<file path="src/rtl/iir_cfg_pkg.sv">
// iir_cfg_pkg
//   Shared constants for the IIR coefficient controller: FSM state codes,
//   coefficient width, default coefficient count and beat-unpacking helpers.
package iir_cfg_pkg;

  localparam int COEF_W       = 16;
  localparam int NUM_COEF_DEF = 12;
  localparam int STATE_W      = 3;

  localparam logic [STATE_W-1:0] IDLE   = 3'd0;
  localparam logic [STATE_W-1:0] LOAD   = 3'd1;
  localparam logic [STATE_W-1:0] COMMIT = 3'd2;
  localparam logic [STATE_W-1:0] SETTLE = 3'd3;
  localparam logic [STATE_W-1:0] RUN    = 3'd4;
  localparam logic [STATE_W-1:0] DRAIN  = 3'd5;

  // A beat carries coef[2k] in the upper half and coef[2k+1] in the lower half.
  function automatic logic [COEF_W-1:0] unpack_hi(input logic [2*COEF_W-1:0] word);
    return word[2*COEF_W-1:COEF_W];
  endfunction

  function automatic logic [COEF_W-1:0] unpack_lo(input logic [2*COEF_W-1:0] word);
    return word[COEF_W-1:0];
  endfunction

endpackage

</file>
<file path="src/rtl/iir_coef_bank.sv">
// iir_coef_bank
//   Shadow and active coefficient register banks. Beats are written pairwise
//   into the shadow bank; a commit copies the whole shadow bank to the active
//   bank, which is the only thing the datapath ever sees.
// Ports
//   clk, rst_n   clock, async active-low reset (both banks cleared)
//   wr_en        write one beat into the shadow bank
//   wr_idx       beat index k -> shadow[2k], shadow[2k+1]
//   wr_data      packed beat {coef[2k], coef[2k+1]}
//   commit       copy shadow -> active
//   coef_flat    active bank, coef[i] at [COEF_W*i +: COEF_W]
module iir_coef_bank
  import iir_cfg_pkg::*;
#(
  parameter int NUM_COEF = NUM_COEF_DEF,
  parameter int IDX_W    = 3
) (
  input  logic                         clk,
  input  logic                         rst_n,
  input  logic                         wr_en,
  input  logic [IDX_W-1:0]             wr_idx,
  input  logic [2*COEF_W-1:0]          wr_data,
  input  logic                         commit,
  output logic [NUM_COEF*COEF_W-1:0]   coef_flat
);

  localparam int NW = NUM_COEF / 2;

  logic [COEF_W-1:0] shadow [NUM_COEF];
  logic [COEF_W-1:0] active [NUM_COEF];

  always_ff @(posedge clk or negedge rst_n) begin
    if (!rst_n) begin
      for (int i = 0; i < NUM_COEF; i++) begin
        shadow[i] <= '0;
        active[i] <= '0;
      end
    end else begin
      for (int k = 0; k < NW; k++) begin
        if (wr_en && (wr_idx == IDX_W'(k))) begin
          shadow[2*k]   <= unpack_hi(wr_data);
          shadow[2*k+1] <= unpack_lo(wr_data);
        end
      end
      if (commit) begin
        for (int i = 0; i < NUM_COEF; i++) begin
          active[i] <= shadow[i];
        end
      end
    end
  end

  for (genvar g = 0; g < NUM_COEF; g++) begin : g_flat
    assign coef_flat[g*COEF_W +: COEF_W] = active[g];
  end

endmodule

</file>
<file path="src/rtl/iir_coef_ctrl.sv">
// iir_coef_ctrl
//   Coefficient load/commit sequencer for the direct-form IIR datapath.
//   Receives coefficient frames on AXI-Stream, checks the frame length against
//   tlast, commits good frames to the active bank and then holds the filter
//   disabled for SETTLE_CYC cycles before re-enabling it.
// Ports
//   clk, rst_n                     clock, async active-low reset
//   s_axis_tdata/tvalid/tlast      coefficient stream, two coefficients per beat
//   s_axis_tready                  stream ready (low in COMMIT/SETTLE and in reset)
//   coef_flat                      active coefficient bank
//   filt_en                        registered datapath enable
//   cfg_done                       one-cycle pulse when the filter comes back up
//   cfg_err / err_clr              sticky frame-length error and its clear
//   state_moni / word_cnt_moni     debug views of FSM state and beat count
//
// state  | meaning
// IDLE   | no commit yet, filter off, waiting for first beat
// LOAD   | mid-frame, filling the shadow bank
// COMMIT | one cycle, shadow -> active, filter off
// SETTLE | filter held off while the settle timer runs down
// RUN    | filter on, waiting for a new frame
// DRAIN  | frame too long, discarding beats until tlast
module iir_coef_ctrl
  import iir_cfg_pkg::*;
#(
  parameter int NUM_COEF   = NUM_COEF_DEF,
  parameter int SETTLE_CYC = 14
) (
  input  logic                       clk,
  input  logic                       rst_n,
  input  logic [2*COEF_W-1:0]        s_axis_tdata,
  input  logic                       s_axis_tvalid,
  input  logic                       s_axis_tlast,
  output logic                       s_axis_tready,
  output logic [NUM_COEF*COEF_W-1:0] coef_flat,
  output logic                       filt_en,
  output logic                       cfg_done,
  output logic                       cfg_err,
  input  logic                       err_clr,
  output logic [2:0]                 state_moni,
  output logic [3:0]                 word_cnt_moni
);

  localparam int NW    = NUM_COEF / 2;
  localparam int IDX_W = (NW > 1) ? $clog2(NW) : 1;
  localparam int SC_W  = (SETTLE_CYC > 1) ? $clog2(SETTLE_CYC) : 1;

  logic [STATE_W-1:0] state;
  logic [STATE_W-1:0] origin;
  logic [3:0]         word_cnt;
  logic [SC_W-1:0]    settle_cnt;
  logic               ran_once;
  logic               beat;
  logic               last_word;
  logic               err_set;
  logic               wr_en;
  logic [IDX_W-1:0]   wr_idx;

  assign s_axis_tready = rst_n & ((state == IDLE) || (state == RUN) ||
                                  (state == LOAD) || (state == DRAIN));
  assign beat      = s_axis_tvalid & s_axis_tready;
  assign origin    = ran_once ? RUN : IDLE;
  assign last_word = (word_cnt == 4'(NW - 1));

  // Frame-length errors: tlast too early (IDLE/RUN/LOAD) or after overrun (DRAIN).
  always_comb begin
    err_set = 1'b0;
    if (beat && s_axis_tlast) begin
      case (state)
        IDLE, RUN: err_set = (NW != 1);
        LOAD:      err_set = !last_word;
        DRAIN:     err_set = 1'b1;
        default:   err_set = 1'b0;
      endcase
    end
  end

  // Beats in DRAIN are dropped; the first beat of a frame always lands at index 0.
  assign wr_en  = beat && ((state == IDLE) || (state == RUN) || (state == LOAD));
  assign wr_idx = (state == LOAD) ? word_cnt[IDX_W-1:0] : '0;

  always_ff @(posedge clk or negedge rst_n) begin
    if (!rst_n) begin
      state      <= IDLE;
      word_cnt   <= '0;
      settle_cnt <= '0;
      ran_once   <= 1'b0;
      filt_en    <= 1'b0;
      cfg_done   <= 1'b0;
      cfg_err    <= 1'b0;
    end else begin
      cfg_done <= 1'b0;

      if (err_set) begin
        cfg_err <= 1'b1;
      end else if (err_clr) begin
        cfg_err <= 1'b0;
      end

      case (state)
        IDLE, RUN: begin
          if (beat) begin
            word_cnt <= 4'd1;
            if (s_axis_tlast) begin
              if (NW == 1) begin
                state <= COMMIT;
              end else begin
                state    <= origin;
                word_cnt <= '0;
              end
            end else begin
              state <= (NW == 1) ? DRAIN : LOAD;
            end
          end
        end

        LOAD: begin
          if (beat) begin
            word_cnt <= word_cnt + 4'd1;
            if (last_word) begin
              state <= s_axis_tlast ? COMMIT : DRAIN;
            end else if (s_axis_tlast) begin
              state    <= origin;
              word_cnt <= '0;
            end
          end
        end

        DRAIN: begin
          if (beat) begin
            if (s_axis_tlast) begin
              state    <= origin;
              word_cnt <= '0;
            end else if (word_cnt != 4'hF) begin
              word_cnt <= word_cnt + 4'd1;
            end
          end
        end

        COMMIT: begin
          filt_en    <= 1'b0;
          settle_cnt <= SC_W'(SETTLE_CYC - 1);
          word_cnt   <= '0;
          ran_once   <= 1'b1;
          state      <= SETTLE;
        end

        SETTLE: begin
          if (settle_cnt == '0) begin
            state    <= RUN;
            filt_en  <= 1'b1;
            cfg_done <= 1'b1;
          end else begin
            settle_cnt <= settle_cnt - 1'b1;
          end
        end

        default: state <= IDLE;
      endcase
    end
  end

  iir_coef_bank #(
    .NUM_COEF (NUM_COEF),
    .IDX_W    (IDX_W)
  ) u_bank (
    .clk       (clk),
    .rst_n     (rst_n),
    .wr_en     (wr_en),
    .wr_idx    (wr_idx),
    .wr_data   (s_axis_tdata),
    .commit    (state == COMMIT),
    .coef_flat (coef_flat)
  );

  assign state_moni    = state;
  assign word_cnt_moni = word_cnt;

endmodule

</file>
<file path="config.mk">
export PLATFORM = sky130hd
export DESIGN_NAME = iir_coef_ctrl
export DESIGN_NICKNAME = d
export VERILOG_FILES = /design/src/rtl/iir_cfg_pkg.sv /design/src/rtl/iir_coef_bank.sv /design/src/rtl/iir_coef_ctrl.sv
export SDC_FILE = /design/constraint.sdc
export NUM_CORES = 1
export LEC_CHECK = 0
export ABC_CLOCK_PERIOD_IN_PS = 5660
export BUFFER_PORTS_ARGS = -buffer_cell sky130_fd_sc_hd__buf_4
export CAP_MARGIN = 0
export CORE_MARGIN = 10
export CORE_UTILIZATION = 43
export DETAILED_ROUTE_END_ITERATION = 6
export SYNTH_ARGS = -nofsm -noshare
export SYNTH_HDL_FRONTEND = slang
export SYNTH_SLANG_ARGS = --single-unit
export TNS_END_PERCENT = 30
</file>
<file path="constraint.sdc">
create_clock -name clk -period 5.66 [get_ports clk]
set_input_delay 0.283 -clock clk [delete_from_list [all_inputs] [get_ports clk]]
set_output_delay 0.283 -clock clk [all_outputs]
set_load 0.02 [all_outputs]
</file>
==> results of run 1 <==
-- stage by stage --
stage / area (sq um) / hold WS (ns) / utilization [%]
2_1_floorplan: 15200 / -0.0126 / -
3_3_place_gp: 17400 / 0.342 / 50.0
3_5_place_dp: 17400 / 0.335 / 50.0
4_1_cts: 18700 / 0.0170 / 54.0
5_1_grt: 18700 / 0.0295 / 54.0
6_report: 18700 / 0.0364 / 54.0
-- cells in the mapped netlist, types with 3 or more instances --
master and instances:
buf_1 9, nand2b_1 4, nand2_1 585, buf_2 13
buf_4 10, nand3_1 4, a21oi_1 3, nor2_1 4
dfrtp_1 399, ha_1 3, inv_1 7, mux2_1 7
o21ai_0 4, clkbuf_1 37, mux2_2 185, nor2b_1 4
-- cell type report --
class,instances,area [sq um],area share [%]
Clock inverter,14,131,0.701
Clock buffer,60,1230,6.56
Tap cell,455,569,3.04
Multi-Input combinational cell,841,4870,26.0
Sequential cell,399,9980,53.3
Timing Repair Buffer,252,1930,10.3
Inverter,7,26.3,0.140
-- state kept, by name, summed over array words and instances, names as in the netlist --
signal            cells
cfg_done              1
word_cnt_moni         4
cfg_err               1
u_bank.coef_flat    192
state_moni            3
ran_once              1
filt_en               1
settle_cnt            4
u_bank.shadow       192
-- layer usage --
metal / wire length [um] / vias up / track usage [%]
met5: 0 / - / 0
met3: 2470 / 42 / 4.44
met1: 17400 / 5064 / 23.9
met4: 560 / 0 / 3.54
li1: - / 4686 / -
met2: 17400 / 237 / 26.9
-- timing repair --
action,in CTS,in global routing
endpoints found under the hold margin,84,0
resized for setup,0,0
hold buffers,2,0
-- where the power goes --
part           switching [W]  internal [W]  total, W
logic               0.000360      0.000423  0.000783
registers           0.000242       0.00329   0.00353
clock network        0.00112       0.00160   0.00272
-- critical path, cell delays in order --
cell           delay [ns]
dlygate4sd3_1        0.56
buf_8                0.49
nand3b_1             0.28
nor3_2               0.26
nand4b_1             0.76
buf_4                0.55
mux2_2               0.32
-- logic make-up after synthesis --
kind of cell    synth area share, %
flops                          65.8
simple gates                   16.3
compound gates                0.956
buf+inv                        2.23
mux                            14.4
fa+ha+maj                     0.247
xor+xnor                      0.115
-- worst max path at each step --
stage	depth (start not counted)	end
floorplan	7	u_bank.shadow[48]$_DFFE_PN0P_
global placement	6	u_bank.shadow[84]$_DFFE_PN0P_
detailed placement	6	u_bank.shadow[87]$_DFFE_PN0P_
CTS	7	u_bank.shadow[87]$_DFFE_PN0P_
global route	7	u_bank.shadow[87]$_DFFE_PN0P_
finish	7	u_bank.shadow[87]$_DFFE_PN0P_
==> results_dict.tcl, run 1 <==
set metrics [dict create \
    status "completed" \
    die_h_um 208 \
    fp.dieW_um 208 \
    cts_tree "done" \
    synthFlopType "dfrtp_1" \
    antenna_found_initial 0 \
    grt_overflow_total 0 \
    crit_start "rst_n" \
    start_util_pct 43.7 \
    hold_class "in2reg" \
    cts.path.max_buffers 3 \
    setup_violations 0 \
    cts_setup_buffers 0 \
    nNetsFinal 1583 \
    grt_max_degree 196 \
    numCtsBuffers 42 \
    maxCapViolCount 0 \
    drive_above_1_share_pct 32.5 \
    antenna-diode-count 0 \
    ios 240 \
    fin_worst_skew_ns 0.0146 \
    r2r_start "state_moni[1]$_DFFE_PN0P_" \
    r2r-end "u_bank.shadow[87]$_DFFE_PN0P_" \
    ys_types 48 \
    worstSetupEndpointType "flop" \
    vias_per_cell 4.95 \
    synth_area_leaders "dfrtp_1, nand2_1, mux2_2" \
    syn2layout_area_growth_pct 23.5 \
    routed_wirelength_mm 37.9 \
    critPathKind "in2reg" \
    synth_edf_count 0 \
    place_congestion 0.773 \
    grt_pass1_vias 10400 \
    synth_area_per_cell_sq_um 11.5 \
    ys_seq_area_share_pct 65.8 \
    io_buffers 239 \
    yosysTopAreaCell "dfrtp_1" \
    nFillCells 3109 \
    stdcell_count 2028 \
    grt_use_total_pct 17.3 \
    dp_hpwl_mm 23.6 \
    h-tree-depth 2 \
    synth.net_count 1356 \
    drt_pre_antenna_iters 5 \
    rsz0062_at_grt "false" \
    synthArstFlopShare_pct 100 \
    drc 0 \
    worst_slew_pin_slew_ns 1.23 \
    hold_start "s_axis_tdata[7]" \
    period_share_pct 56.9 \
    fmax_ghz 0.311 \
    root_buffer "clkbuf_16" \
    pre_cts_slack_ns 2.39 \
    yosysWarnings 0 \
    reg2reg_depth 5 \
    startpoint_type "input pin" \
    wire_per_inst_um 18.7 \
    ys_ff_latch 399 \
    static-leakage-power_nw 10.1 \
    ant_nets 0 \
    max_slew_margin_pct 17.8 \
    most-common-layout-cells "nand2_1, dfrtp_1, buf_4" \
    p_per_area_mw_per_mm2 375 \
    clk_latency_ns 0.53 \
    grt_pass1_wl_mm 61.0 \
    dpl.cell_count 1952 \
    netlist_instances 1316 \
    num_rows 68 \
    drtIter0Drc 553 \
    arrival_ns 3.62 \
    fin_crit_ns 3.22 \
    cp_max_fo 89 \
    synth_area_sq_mm 0.0152 \
    ir_drop_mv 0.218 \
    required_ns 6.06 \
    tns_ns 0 \
    hold_depth 2 \
    core_sq_mm 0.0347 \
    total_power_w 0.00703 \
    cts.reportedPaths.clkPinSlew_ns 0.06 \
    setup_ws_ns 2.44 \
    final_common_cell "nand2_1" \
    via_count 10000 \
    hold_viol_final 0 \
    clock-sinks 399 \
    finalMaxSlewViolations 0 \
    synth_top_area_share_pct 65.8 \
    die_area_sq_mm 0.0432 \
    hold_end "u_bank.shadow[135]$_DFFE_PN0P_" \
    r2r_slack_ns 2.73 \
]
Power figures use the tool's default switching activity.
==> run 2, diff against run 1 <==
Settings changed: ABC_CLOCK_PERIOD_IN_PS 5660 to 3200.
Clock period 5.66 ns to 3.2 ns, I/O delays scaled along.
==> run 2 against run 1 <==
  * Register-to-register slack worse by 2.0 ns
  * Total power increased by 82%
  * Setup slack got worse by 1.7 ns
  * Clock-buffer cell count increased by 7
  * Final area up 3.0%
  * Sequential power is 77% higher
  * Clock power grew 89%
  * Global-route usage grew 0.14 points
  * Wire length grew 0.58%
  * Core utilization grew 1.6 points
  * Clock skew shrank 0.0057 ns
  * Worst hold slack better by 0.028 ns
==> results_dict.tcl, run 2 (same netlist as run 1, synthesis figures left out) <==
set metrics [dict create \
    status "completed" \
    nNetsFinal 1624 \
    crit_start "state_moni[1]$_DFFE_PN0P_" \
    die_h_um 208 \
    drc 0 \
    grt_pass1_wl_mm 61.6 \
    grt_overflow_total 0 \
    static-leakage-power_nw 10.4 \
    routed_wirelength_mm 38.1 \
    drt_pre_antenna_iters 5 \
    cp_cell_sequence "nand3b_1 > nor2_1 > nand3_2 > buf_12 > mux2_2" \
    drive_above_1_share_pct 32.0 \
    numCtsBuffers 43 \
    crit_path_end "u_bank.shadow[156]$_DFFE_PN0P_" \
    cts_tree "done" \
    core_sq_mm 0.0347 \
    clk_latency_ns 0.53 \
    p_per_area_mw_per_mm2 664 \
    antenna_found_initial 0 \
    fin_worst_skew_ns 0.00895 \
    rsz0062_at_grt "false" \
    finalMaxSlewViolations 0 \
    arrival_ns 2.88 \
    grt_max_degree 178 \
    antenna-diode-count 0 \
    cp_max_fo 17 \
    fmax_ghz 0.407 \
    r2r-end "u_bank.shadow[156]$_DFFE_PN0P_" \
    via_count 10200 \
    highest_layer "met4" \
    place_congestion 0.842 \
    cts.reportedPaths.clkPinSlew_ns 0.06 \
    final_common_cell "nand2_1" \
    most-common-layout-cells "nand2_1, dfrtp_1, buf_4" \
    clock-sinks 399 \
    vias_per_cell 4.92 \
    grt_pass1_vias 10600 \
    fp.dieW_um 208 \
    start_util_pct 43.7 \
    wl_met3_mm 2.33 \
    period_share_pct 76.8 \
    ios 240 \
    reg2reg_depth 5 \
    dp_hpwl_mm 23.7 \
    fin_crit_ns 2.46 \
    critPathKind "reg2reg" \
    final_area_sq_mm 0.0193 \
    setup_violations 0 \
    worstSetupEndpointType "flop" \
    io_buffers 239 \
    cp_slowest_stage_delay_ns 0.55 \
    required_ns 3.62 \
    die_area_sq_mm 0.0432 \
    worst_slew_pin_slew_ns 1.02 \
    cts.path.max_buffers 3 \
    hold_viol_final 0 \
    startpoint_type "flop" \
    m1WireLength_mm 17.4 \
    slowest_stage "dfrtp_1" \
    r2r_start "state_moni[1]$_DFFE_PN0P_" \
    hold_start "s_axis_tvalid" \
    grt_use_total_pct 17.4 \
    ir_drop_mv 0.371 \
    syn2layout_area_growth_pct 27.2 \
    root_buffer "clkbuf_16" \
    tns_ns 0 \
    dr_wl_met2_mm 17.7 \
    num_rows 68 \
    r2r_slack_ns 0.74 \
    drtIter0Drc 567 \
    max_slew_margin_pct 31.9 \
    wire_per_inst_um 18.4 \
    dpl-instance-area_sq_mm 0.0175 \
    hold_class "in2reg" \
    h-tree-depth 2 \
    ant_nets 0 \
    maxCapViolCount 0 \
]
[run 2: cell count changes in the layout (fill, tap and decap cells not counted), moves of 2 or more]
cell	previous run	this run
clkbuf_1	8	14
bufinv_16	2	5
buf_12	2	7
dlygate4sd3_1	2	36
clkinv_2	8	5
clkinvlp_4	3	1
clkbuf_16	43	45
[run 2: where the power goes]
part           internal (W)  switching [W]  total, W
logic              0.000779       0.000645   0.00142
registers           0.00582       0.000430   0.00625
clock network       0.00317        0.00197   0.00514
total               0.00977        0.00304    0.0128
[run 2: worst min-delay path by stage]
stage | to | slack, ns | cells past startpoint
detailed placement | cfg_err$_DFFE_PN0P_ | 0.36 | 2
finish | state_moni[0]$_DFFE_PN0P_ | 0.06 | 3
global route | state_moni[0]$_DFFE_PN0P_ | 0.05 | 3
floorplan | cfg_done$_DFF_PN0_ | -0.14 | 0
global placement | cfg_err$_DFFE_PN0P_ | 0.35 | 2
CTS | state_moni[0]$_DFFE_PN0P_ | 0.04 | 3
[run 2: stage by stage]
step                      utilization [%]  power [W]  setup WS [ns]  hold slack, ns  std cells
after global routing                 55.6     0.0134          0.553          0.0533       2073
after CTS                            55.6     0.0130          0.694          0.0356       2073
final                                55.6     0.0128          0.742          0.0643       2073
after floorplan                         -    0.00713           1.25          -0.136       1316
after global placement               50.3    0.00768          0.724           0.352       1958
after detailed placement             50.3    0.00775          0.697           0.356       1958
[run 2: critical path, delay by kind of cell (launching register included)]
family / cells / cell delay (ns)
buffers and inverters: 1 / 0.40
flip-flops: 1 / 0.55
AND/OR/NAND/NOR: 3 / 1.09
multiplexers: 1 / 0.29
[run 2: routing by layer]
metal,vias up,GRT usage [%]
met3,45,4.77
met1,5141,23.5
met4,0,4.26
li1,4788,-
met2,216,27.3
met5,-,0
[run 2: final cells by class]
class / instances / area, sq um
Clock buffer: 67 / 1290
Clock inverter: 12 / 191
Fill cell: 3012 / 15400
Inverter: 7 / 26.3
Multi-Input combinational cell: 841 / 4870
Sequential cell: 399 / 9980
Tap cell: 455 / 569
Timing Repair Buffer: 292 / 2380
[run 2: what timing repair did]
item	in CTS	in global routing
setup buffers	0	0
endpoints found under the setup margin	0	0
hold buffers	36	0
resized for setup	0	0
endpoints found under the hold margin	261	0
==> run 3, diff against run 2 <==
Settings changed: ABC_AREA set to 1, ABC_CLOCK_PERIOD_IN_PS 3200 to 2000, PLACE_DENSITY set to 0.66.
Clock period 3.2 ns to 2 ns, I/O delays scaled along.
==> run 3 against run 2 <==
  * Fmax up 33%
  * Critical endpoint is now u_bank.shadow[170]$_DFFE_PN0P_
  * Clock-buffer cell count shrank 6
  * Largest power group unchanged
  * Critical path type unchanged
  * Wire length up 27%
==> results_dict.tcl, run 3 <==
set metrics [dict create \
    start_util_pct 43.7 \
    io_buffers 239 \
    r2r_slack_ns 0.16 \
    cts.reportedPaths.clkPinSlew_ns 0.06 \
    yosysWarnings 0 \
    ys_ff_latch 399 \
    status "completed" \
    cp_top_family "simple AND/OR/NAND/NOR gates" \
    period_share_pct 92.2 \
    synthArstFlopShare_pct 100 \
    worst_slew_pin_slew_ns 0.745 \
    die_h_um 211 \
    synth.most_common_cell "nand2_1" \
    rsz0062_at_grt "false" \
    synth_xor_xnor_area_share_pct 0 \
    fp.dieW_um 211 \
    synthAdderAreaFrac_pct 0.240 \
    dp_hpwl_mm 30.9 \
    synth_top_area_share_pct 63.9 \
    cts_setup_buffers 0 \
    ant_nets 0 \
    hold_viol_final 0 \
    antenna_found_initial 0 \
    drc 0 \
    ios 240 \
    yosysTopAreaCell "dfrtp_1" \
    grt_pass1_vias 12500 \
    drt_pre_antenna_iters 6 \
    synth-simple-area-share_pct 28.8 \
    cp_max_fo 32 \
    crit_buf_inv 1 \
    core_sq_mm 0.0357 \
    most-common-layout-cells "nand2_1, dfrtp_1, buf_4" \
    nNetsFinal 2063 \
    wire_per_inst_um 19.3 \
    fmax_ghz 0.542 \
    regArea_sq_mm 0.00998 \
    maxCapViolCount 0 \
    static-leakage-power_nw 11.2 \
    grt_use_total_pct 21.7 \
    ys_types 25 \
    synth_area_sq_mm 0.0156 \
    numCtsBuffers 42 \
    grt_overflow_total 0 \
    synth_edf_count 0 \
    synth_area_per_cell_sq_um 8.90 \
    cts_tree "done" \
    p_per_area_mw_per_mm2 930 \
    startpoint_type "flop" \
    die_area_sq_mm 0.0444 \
    critPathKind "reg2reg" \
    drive_above_1_share_pct 18.1 \
    path_common_cell "nand2_1" \
    vias_per_cell 5.06 \
    netlist_instances 1756 \
    synthFlopType "dfrtp_1" \
    grt_max_degree 141 \
    num_rows 69 \
    final_common_cell "nand2_1" \
    place_congestion 0.861 \
    nFillCells 3259 \
    clk_latency_ns 0.54 \
    arrival_ns 2.26 \
    root_buffer "clkbuf_16" \
    cp_slowest_stage_delay_ns 0.42 \
    hold_class "in2reg" \
    netlist_top_cells_count "nand2_1, dfrtp_1, nand3_1, o21ai_1" \
    ir_drop_mv 0.533 \
    synth_area_leaders "dfrtp_1, nand2_1, nand3_1" \
    routed_wirelength_mm 48.5 \
    antenna-diode-count 0 \
    h-tree-depth 2 \
    total_power_w 0.0184 \
    synth_top_family_by_area "simple AND/OR/NAND/NOR gates" \
    synth.net_count 1796 \
    syn2layout_area_growth_pct 26.7 \
    synth_compound_area_share_pct 2.59 \
    drtIter0Drc 1148 \
    fin_crit_ns 1.84 \
    yosys-mux-area-fraction_pct 0 \
    required_ns 2.41 \
    via_count 12700 \
    clock-sinks 399 \
    max_slew_margin_pct 50.4 \
    multiInputGateArea_sq_mm 0.00500 \
    finalMaxSlewViolations 0 \
    hold_slack_ns 0.241 \
    grt_pass1_wl_mm 74.6 \
    cts.path.max_buffers 3 \
    cp_cell_sequence "a21oi_1 > nand2_2 > nor2_8 > nand2_1 > buf_12 > nand2_1 > nand2_1" \
    fin_worst_skew_ns 0.0151 \
    setup_violations 0 \
    slowest_stage "dfrtp_1" \
    worstSetupEndpointType "flop" \
    ys_seq_area_share_pct 63.9 \
]
-- run 3: cell count changes after synthesis, sizes merged, moves of 4 or more --
cell and change:
nor2 +20, buf +34, o21ai +68, nand3 +140
nand2 +366, nor2b -4, inv +48, clkbuf -7
nand2b -4, mux2 -192
-- run 3: cells by family (layout without fill, tap and decap cells) --
| logic type | count (synthesis) | in the layout |
|---|---|---|
| simple gates | 1124 | 1127 |
| flops | 399 | 399 |
| buf+inv | 152 | 444 |
| compound gates | 78 | 78 |
| fa+ha+maj | 3 | 3 |
-- run 3: repair_timing --
| action | 4_1_cts | 5_1_grt |
|---|---|---|
| gates cloned | 2 | 1 |
| endpoints found under the hold margin | 220 | 0 |
| resized for setup | 0 | 2 |
| setup endpoints to repair | 96 | 13 |
| hold buffers | 35 | 0 |
| pin swaps | 1 | 0 |
-- run 3: where the power goes --
| part | switching (W) | internal, W | leakage (nW) |
|---|---|---|---|
| combinational | 0.000949 | 0.000485 | 5.02 |
| clock | 0.00314 | 0.00472 | 0.688 |
| sequential | 0.000392 | 0.00872 | 5.47 |
-- run 3: stage by stage --
stage	area [sq um]	TNS, ns	utilization, %	instances	worst slack [ns]
final	19800	0	55.4	2512	0.156
after global routing	19800	0	55.4	2512	0.0276
after CTS	19800	0	55.4	2511	0.0932
after detailed placement	18000	-8.74	50.4	2402	-0.151
after global placement	18000	-1.43	50.4	2402	-0.0617
after floorplan	15600	0	-	1756	0.331
-- run 3: metal layers --
metal | GRT usage [%] | up-vias | wire length (um)
met5 | 0 | - | 0
met4 | 7.77 | 0 | 1500
met3 | 5.39 | 76 | 3740
met2 | 33.4 | 448 | 22300
met1 | 29.2 | 6187 | 21000
li1 | - | 5989 | -
-- run 3: final timing paths --
kind	start	to	cells past startpoint
max in group asynchronous	rst_n	u_bank.coef_flat[13]$_DFFE_PN0P_	4
hold reg to reg	u_bank.shadow[63]$_DFFE_PN0P_	u_bank.coef_flat[143]$_DFFE_PN0P_	2
hold / removal	s_axis_tvalid	cfg_err$_DFFE_PN0P_	6
setup reg to reg	state_moni[2]$_DFFE_PN0P_	u_bank.shadow[170]$_DFFE_PN0P_	7
min in group asynchronous	rst_n	u_bank.coef_flat[104]$_DFFE_PN0P_	3
setup / recovery	state_moni[2]$_DFFE_PN0P_	u_bank.shadow[170]$_DFFE_PN0P_	7
-- run 3: layout make-up --
cell class | count | area share, %
Sequential cell | 399 | 50.4
Multi-Input combinational cell | 1208 | 25.3
Timing Repair Buffer | 316 | 13.3
Clock buffer | 61 | 6.33
Tap cell | 461 | 2.91
Inverter | 56 | 1.09
Clock inverter | 11 | 0.689
-- run 3: worst min-delay path: cells and delay by family --
family	cells	cell delay, ns
simple gates	1	0.09
buf+inv	3	0.30
compound gates	2	0.24
